===== src/rtl/regfile_pkg.sv =====
// regfile_pkg: register-file constants shared by registerFile and regfile_reader,
// the reader state type and small address/count/parity helpers.
package regfile_pkg;

  localparam int ADDR_W   = 5;
  localparam int DATA_W   = 32;
  localparam int NUM_REGS = 32;
  localparam int CNT_W    = ADDR_W + 1;

  typedef enum logic [1:0] {
    IDLE  = 2'd0,
    FETCH = 2'd1,
    SEND  = 2'd2,
    DONE  = 2'd3
  } readerState_t;

  function automatic logic [ADDR_W-1:0] nextAddr(input logic [ADDR_W-1:0] a);
    if (a == ADDR_W'(NUM_REGS - 1)) begin
      return '0;
    end else begin
      return a + ADDR_W'(1);
    end
  endfunction

  // Requests larger than the file collapse to one full pass.
  function automatic logic [CNT_W-1:0] clampCount(input logic [CNT_W-1:0] c);
    if (c > CNT_W'(NUM_REGS)) begin
      return CNT_W'(NUM_REGS);
    end else begin
      return c;
    end
  endfunction

  function automatic logic dataParity(input logic [DATA_W-1:0] d);
    return ^d;
  endfunction

endpackage


===== src/rtl/regfile_reader_if.sv =====
// regfile_reader_if: register-file read port plus the valid/ready word stream.
// outParity exists only when REGFILE_READER_PARITY_EN is defined.
interface regfile_reader_if;
  import regfile_pkg::*;

  logic [ADDR_W-1:0] rdReg;
  logic [DATA_W-1:0] rdData;
  logic              outValid;
  logic              outReady;
  logic [DATA_W-1:0] outData;
  logic [ADDR_W-1:0] outAddr;
  logic              outLast;
`ifdef REGFILE_READER_PARITY_EN
  logic              outParity;

  modport master (output rdReg, input rdData, output outValid, input outReady,
                  output outData, output outAddr, output outLast, output outParity);
  modport slave  (input rdReg, output rdData, input outValid, output outReady,
                  input outData, input outAddr, input outLast, input outParity);
`else
  modport master (output rdReg, input rdData, output outValid, input outReady,
                  output outData, output outAddr, output outLast);
  modport slave  (input rdReg, output rdData, input outValid, output outReady,
                  input outData, input outAddr, input outLast);
`endif

endinterface


===== src/rtl/regfile_reader.sv =====
// regfile_reader: sweeps a window of register addresses through a combinational read
// port and streams {data, addr, last} over valid/ready. REGFILE_READER_PARITY_EN adds outParity.
module regfile_reader
  import regfile_pkg::*;
(
  input  logic              clk,
  input  logic              rstN,
  input  logic              start,
  input  logic [ADDR_W-1:0] firstReg,
  input  logic [CNT_W-1:0]  count,
  regfile_reader_if.master  bus,
  output logic              busy,
  output logic              done
);

  readerState_t      stateQ, stateD;
  logic [ADDR_W-1:0] addrQ, addrD;
  logic [CNT_W-1:0]  remQ, remD;
  logic              validQ, validD;
  logic              lastQ, lastD;
  logic              busyQ, busyD;
  logic              doneQ, doneD;
  logic [DATA_W-1:0] dataQ, dataD;
  logic [ADDR_W-1:0] outAddrQ, outAddrD;
  logic              captureS;
`ifdef REGFILE_READER_PARITY_EN
  logic              parityQ, parityD;
`endif

  // Next-state and next-payload logic for the sweep FSM.
  always_comb begin
    stateD   = stateQ;
    addrD    = addrQ;
    remD     = remQ;
    validD   = validQ;
    lastD    = lastQ;
    busyD    = busyQ;
    doneD    = 1'b0;
    dataD    = dataQ;
    outAddrD = outAddrQ;
    captureS = 1'b0;
`ifdef REGFILE_READER_PARITY_EN
    parityD  = parityQ;
`endif
    case (stateQ)
      IDLE: begin
        if (start && (count != '0)) begin
          addrD  = firstReg;
          remD   = clampCount(count);
          busyD  = 1'b1;
          stateD = FETCH;
        end else begin
          stateD = IDLE;
        end
      end
      FETCH: begin
        captureS = 1'b1;
        stateD   = SEND;
      end
      SEND: begin
        // A non-final handshake reloads the payload on the same edge for back-to-back words.
        if (validQ && bus.outReady) begin
          if (lastQ) begin
            validD = 1'b0;
            lastD  = 1'b0;
            busyD  = 1'b0;
            doneD  = 1'b1;
            stateD = DONE;
          end else begin
            captureS = 1'b1;
            stateD   = SEND;
          end
        end else begin
          stateD = SEND;
        end
      end
      DONE: begin
        stateD = IDLE;
      end
      default: begin
        validD = 1'b0;
        busyD  = 1'b0;
        stateD = IDLE;
      end
    endcase

    if (captureS) begin
      dataD    = bus.rdData;
      outAddrD = addrQ;
      lastD    = (remQ == CNT_W'(1));
      addrD    = nextAddr(addrQ);
      remD     = remQ - CNT_W'(1);
      validD   = 1'b1;
`ifdef REGFILE_READER_PARITY_EN
      parityD  = dataParity(bus.rdData);
`endif
    end else begin
      captureS = 1'b0;
    end
  end

  // State, sweep counters and the output register stage.
  always_ff @(posedge clk or negedge rstN) begin
    if (!rstN) begin
      stateQ   <= IDLE;
      addrQ    <= '0;
      remQ     <= '0;
      validQ   <= 1'b0;
      lastQ    <= 1'b0;
      busyQ    <= 1'b0;
      doneQ    <= 1'b0;
      dataQ    <= '0;
      outAddrQ <= '0;
`ifdef REGFILE_READER_PARITY_EN
      parityQ  <= 1'b0;
`endif
    end else begin
      stateQ   <= stateD;
      addrQ    <= addrD;
      remQ     <= remD;
      validQ   <= validD;
      lastQ    <= lastD;
      busyQ    <= busyD;
      doneQ    <= doneD;
      dataQ    <= dataD;
      outAddrQ <= outAddrD;
`ifdef REGFILE_READER_PARITY_EN
      parityQ  <= parityD;
`endif
    end
  end

  assign bus.rdReg    = addrQ;
  assign bus.outValid = validQ;
  assign bus.outData  = dataQ;
  assign bus.outAddr  = outAddrQ;
  assign bus.outLast  = lastQ;
`ifdef REGFILE_READER_PARITY_EN
  assign bus.outParity = parityQ;
`endif
  assign busy = busyQ;
  assign done = doneQ;

endmodule


===== src/flat_wrapper.sv =====
// flat-port wrapper written by rule: the top's interface ports become plain ports
module regfile_reader_flat import regfile_pkg::*;
  (clk, rstN, start, firstReg, count, busy, done, bus_rdReg, bus_rdData, bus_outValid, bus_outReady, bus_outData, bus_outAddr, bus_outLast);
  regfile_reader_if bus_i ();
  input  logic clk;
  input  logic rstN;
  input  logic start;
  input  logic [ADDR_W-1:0] firstReg;
  input  logic [CNT_W-1:0] count;
  output logic busy;
  output logic done;
  output wire logic [$bits(bus_i.rdReg)-1:0] bus_rdReg;
  input wire logic [$bits(bus_i.rdData)-1:0] bus_rdData;
  output wire logic [$bits(bus_i.outValid)-1:0] bus_outValid;
  input wire logic [$bits(bus_i.outReady)-1:0] bus_outReady;
  output wire logic [$bits(bus_i.outData)-1:0] bus_outData;
  output wire logic [$bits(bus_i.outAddr)-1:0] bus_outAddr;
  output wire logic [$bits(bus_i.outLast)-1:0] bus_outLast;
  assign bus_rdReg = bus_i.rdReg;
  assign bus_i.rdData = bus_rdData;
  assign bus_outValid = bus_i.outValid;
  assign bus_i.outReady = bus_outReady;
  assign bus_outData = bus_i.outData;
  assign bus_outAddr = bus_i.outAddr;
  assign bus_outLast = bus_i.outLast;
  regfile_reader u_core (.clk(clk), .rstN(rstN), .start(start), .firstReg(firstReg), .count(count), .bus(bus_i), .busy(busy), .done(done));
endmodule

===== config.mk =====
export PLATFORM = sky130hd
export DESIGN_NAME = regfile_reader_flat
export DESIGN_NICKNAME = d
export VERILOG_FILES = /design/src/rtl/regfile_pkg.sv /design/src/rtl/regfile_reader_if.sv /design/src/rtl/regfile_reader.sv /design/src/flat_wrapper.sv
export SDC_FILE = /design/constraint.sdc
export NUM_CORES = 1
export LEC_CHECK = 0
export CORE_ASPECT_RATIO = 0.9
export CORE_UTILIZATION = 39
export CTS_CLUSTER_SIZE = 25
export DETAILED_ROUTE_END_ITERATION = 8
export GPL_TIMING_DRIVEN = 0
export HOLD_SLACK_MARGIN = 0.08
export PLACE_DENSITY_LB_ADDON = 0.05
export SYNTH_ARGS = -nofsm -noshare
export SYNTH_HDL_FRONTEND = slang
export SYNTH_SLANG_ARGS = --single-unit

===== constraint.sdc =====
create_clock -name clk -period 1.8 [get_ports clk]
set_input_delay 0.54 -clock clk [delete_from_list [all_inputs] [get_ports clk]]
set_output_delay 0.54 -clock clk [all_outputs]
set_load 0.01 [all_outputs]

==> results.toml <==
[final_layout]
stdcell_area_sq_um = 3680
num-nets-final = 423
drive_gt1_frac = 0.124
area_growth_pct = 53.0
post-route-util = 0.632
diodes = 0

[logic_synthesis]
synth_ff_type = "dfrtp_1"
synthesis.nets = 313
yosysSeqAreaShare = 0.562
ys_warn_count = 0
ys_ff_latch = 54
synth.distinct_cells = 35
yosysTopAreaCell = "dfrtp_1"
synth_top_area_frac = 0.562
synth_commonest_cells = "nand2_1, dfrtp_1, inv_1"
yosysMostFrequentCell = "nand2_1"
synth_cells = 259
syn_area_sq_um = 2400
synth.area.top_cells = "dfrtp_1, nand2_1, ha_1"
async_reset_ff_frac = 1.00
synth.avg_cell_area_sq_um = 9.28
synth_edf_count = 0

[route]
routed_wl_mm = 5.78
wire_per_inst_microns = 13.1
viasPerCell = 4.73
ant_nets = 0
dr.pass1.iters = 7
routed-via-count = 2082
drt-initial-drc-count = 100
drc_errors = 6

[sta]
fin_crit_sh = 1.01
post-route-min-period_ns = 1.81
setup_viol_count_final = 1
skew_ns = 0.00337
relSlewSlack = 0.608
finalHoldViolCount = 0
timing.final.ws_setup_ns = -0.0136
fmax_mhz = 551
rsz0062_at_grt = "yes"
fin_hold_ws_ns = 0.227
drv_slew = 0
worst_pin_slew_ns = 0.588

[die]
die_w_microns = 84.8
core_area_sq_um = 5820
pin_count = 93
row_count = 26
start_util = 0.413
dieHeight_microns = 76.5
die_area_sq_um = 6480

[global_route]
grt_max_degree = 31
grt_overflow_total = 0
antenna_found_initial = 0
grt_pass1_wl_mm = 10.2
grt_pass1_vias = 2132
grt_usage = 0.197

[placed_design]
io_buffers = 91
place_congestion = 0.798
hpwl_mm = 3.95
dpl_worst_slack_ns = -0.824
dpl-instance-area_sq_um = 3420

[clock_network]
h-tree-depth = 2
numCtsBuffers = 5
cts-root-buf = "clkbuf_8"
tritoncts = "built"
clock_path_buffers = 2
cts.sinks = 54
clkLatencyLatePin_ns = 0.30
cts.clk_slew.worst_paths_ns = 0.09

[setup_path]
worst_setup_path_end_kind = "register"
cp.arrival_ns = 2.01
r2r_start = "u_core.stateQ[1]$_DFF_PN0_"
reg2reg_to = "u_core.remQ[5]$_DFFE_PN0P_"
required_ns = 1.99
reg2reg_depth = 6
r2r_slack_ns = -0.01
worstSetupPathType = "reg -> reg"
worstPathMaxFanout = 5
worstSetupStartpointType = "register"

[pwr]
power_uw = 5980
ir_drop_mv = 0.842
powerDensity_nw_per_um2 = 1630
p_leak_uw = 0.00188

[status]
status = "finished with violations"
violations = "design-rule violations, negative setup slack"

[job]
drv_cap = 0

[min_path]
worst_hold_path_type = "in -> async"
==> layout make-up <==
| class | instances | area, sq um |
|---|---|---|
| Buffer | 12 | 88.8 |
| Clock buffer | 7 | 86.3 |
| Clock inverter | 1 | 5.00 |
| Fill cell | 504 | 2140 |
| Inverter | 8 | 30.0 |
| Multi-Input combinational cell | 185 | 1010 |
| Sequential cell | 54 | 1350 |
| Tap cell | 70 | 87.6 |
| Timing Repair Buffer | 103 | 1020 |
==> critical path, stage by stage, from the launching register on <==
cell and delay [ns]:
dfrtp_1 0.43, ha_4 0.18, and4b_1 0.18, o21a_1 0.19, buf_6 0.13, mux2_4 0.29
a221o_1 0.31
==> per-stage QoR <==
stage	instances	setup TNS (ns)
floorplan	259	-0.806
global placement	420	-119.61
detailed placement	421	-37.76
CTS	438	-0.00742
global route	440	-1.52
finish	440	-0.0136
==> repair_timing <==
action / in CTS / in global routing
endpoints found under the setup margin: 58 / 59
hold buffers: 0 / 0
pin swaps: 8 / 4
resized for setup: 38 / 28
buffers inserted: 9 / 2
==> power by group <==
part / total, uW / leakage [uW] / internal [uW] / switching, uW
clock network: 696 / 0.0000482 / 311 / 384
registers: 2080 / 0.000669 / 1760 / 312
logic: 3210 / 0.00117 / 1670 / 1540
==> logic make-up (layout without fill, tap and decap cells) <==
kind of cell	Yosys count	count (layout)	synth area share
fa+ha+maj	7	7	0.0364
simple gates	148	148	0.260
compound gates	23	23	0.0786
flops	54	54	0.562
mux	6	6	0.0260
buf+inv	20	131	0.0338
xor+xnor	1	1	0.00364
==> registers in the layout (all words and copies together), names as in the netlist <==
signal,count
u_core.bus.outAddr,5
u_core.busy,1
u_core.remQ,6
u_core.bus.outData,32
u_core.bus.outValid,1
u_core.bus.outLast,1
u_core.done,1
u_core.stateQ,2
u_core.bus.rdReg,5
==> how the worst max path moves through the flow <==
stage	from	cells after the start	end
finish	u_core.stateQ[1]$_DFF_PN0_	6	u_core.remQ[5]$_DFFE_PN0P_
global route	u_core.stateQ[0]$_DFF_PN0_	8	u_core.remQ[4]$_DFFE_PN0P_
CTS	u_core.stateQ[0]$_DFF_PN0_	7	u_core.remQ[5]$_DFFE_PN0P_
detailed placement	bus_outReady	6	u_core.bus.rdReg[1]$_DFFE_PN0P_
global placement	rstN	1	u_core.bus.outData[17]$_DFFE_PN0P_
floorplan	count[1]	4	u_core.bus.rdReg[2]$_DFFE_PN0P_
==> routing by layer <==
layer	global-route usage	share of wire	up-vias
met5	0	0	-
li1	-	-	1065
met2	0.313	0.44	63
met3	0.0607	0.068	7
met4	0.0458	0.0088	0
met1	0.266	0.48	947
==> layout by cell type, fill, tap and decap left out, types with 2 or more instances in the layout <==
cell and count:
nand2_1 120, clkdlybuf4s50_1 71, dfrtp_1 53, buf_4 14, dlymetal6s2s_1 10, inv_1 7
buf_2 6, nor2_1 6, clkbuf_8 6, nand3_1 5, a221o_1 5, ha_1 5
dlygate4sd2_1 5, mux2i_1 4, a21oi_1 4, buf_6 3, clkbuf_4 3, nor3b_1 3
and3_1 2, clkbuf_1 2, o21ai_0 2, and4b_1 2, mux2_4 2, a31oi_1 2
nor2b_1 2, a211oi_1 2
(Power assumes the default switching activity.)
==> patch: new RTL, same flow settings <==
`ADDR_W`: 5 -> 6.
--- a/src/rtl/regfile_pkg.sv
+++ b/src/rtl/regfile_pkg.sv
@@ -4,3 +4,3 @@
 
-  localparam int ADDR_W   = 5;
+  localparam int ADDR_W   = 6;
   localparam int DATA_W   = 32;
Ports: changed (resized bus_outAddr, bus_rdReg, count and firstReg); port bits go from 93 to 97. The function was not compared with the original's and may differ.
==> patch against the unedited design <==
Core utilization increased by 2.5 points; largest cell class unchanged; non-clock buffer count increased by 6; the flow finishes with violations (negative setup slack); total power up 14%; final area is 12% higher; synthesized area up 7.4%; sequential power grew 7%; via count increased by 15%; sequential cell count grew 3; setup slack got worse by 0.027 ns; die area grew 7.3%; wire length grew 18%; sequential share of layout area is 1.9 points lower.
==> patch: results (changes against the unedited design) <==
metric	value	unit	change
nNetsFinal	447		+5.7%
use_met1	0.279		+0.0127
status	finished, violations left		
path_max_fanout	4		-1
arrival	2.06	ns	+0.05 ns
power.share.clock	0.177		+0.061
postCtsSetupRepairBufs	11		+2
p_leak	0.00222	uW	+18%
setup_tns	-0.0765	ns	-0.0629 ns
comb_cell_power	3370	uW	+5%
muxShareOfSynthArea	0.0334		+0.00740
peakVddDrop	686	uV	-18%
synthTopCellsByCount	125 x nand2_1, 57 x dfrtp_1, 8 x nand3_1, 7 x buf_2		
wirelength_met1	3160	um	+13%
fill_cells	536		+6.3%
synth_xor_area_frac	0		-0.00364
cts_resized	47		+24%
via_per_inst	4.98		+5.2%
grt_use_met3	0.0873		+0.0266
setup_ws	-0.0408	ns	-0.0272 ns
max_stage_delay	0.41	ns	-0.02 ns
path_clk_slew	0.06	ns	-0.03 ns
synth_nets	327		+4.5%
gr-usage-met2	0.328		+0.0149
drt_pre_antenna_iters	4		-3
synth-compound-area-share	0.0969		+0.0183
failed_checks	negative setup slack		
ys_seq_area_frac	0.552		-0.00986
cts_buffers	9		+4
route.vias.total	2404		+15%
drt-initial-drc-count	101		+1.0%
setup_viol	2		+1
synthTopCellsByArea	dfrtp_1 55%, nand2_1 18%, ha_1 2.9%		
grt_max_degree	39		+26%
wl_met2	3050	um	+20%
[patch: changes by cell type in the layout (fill, tap and decap cells not counted), moves of 3 or more]
cell,delta
nand3_1,+3
clkdlybuf4s50_1,-19
a221o_1,-3
dlymetal6s2s_1,+12
buf_2,-4
clkbuf_8,+6
nand2_1,+5
dlygate4sd2_1,+13
a21oi_1,-4
dfrtp_2,+3
[patch: area by class of cell]
type                       instances  area [um^2]  area share
clock buffer                      12          155      0.0378
clock inverter                     3         40.0     0.00975
tap                               87          109      0.0265
inverter                           6         22.5     0.00549
buffer                            10         88.8      0.0216
sequential                        57         1430       0.349
timing repair buffer             111         1130       0.276
multi-input combinational        197         1130       0.274
[patch: cell families (layout without fill, tap and decap cells)]
logic type | count (synthesis) | count (layout)
AND/OR/NAND/NOR | 154 | 154
flip-flops | 57 | 57
AO/OA/AOI/OAI | 29 | 29
buffers and inverters | 18 | 142
multiplexers | 8 | 8
adder cells (fa/ha/maj) | 6 | 6
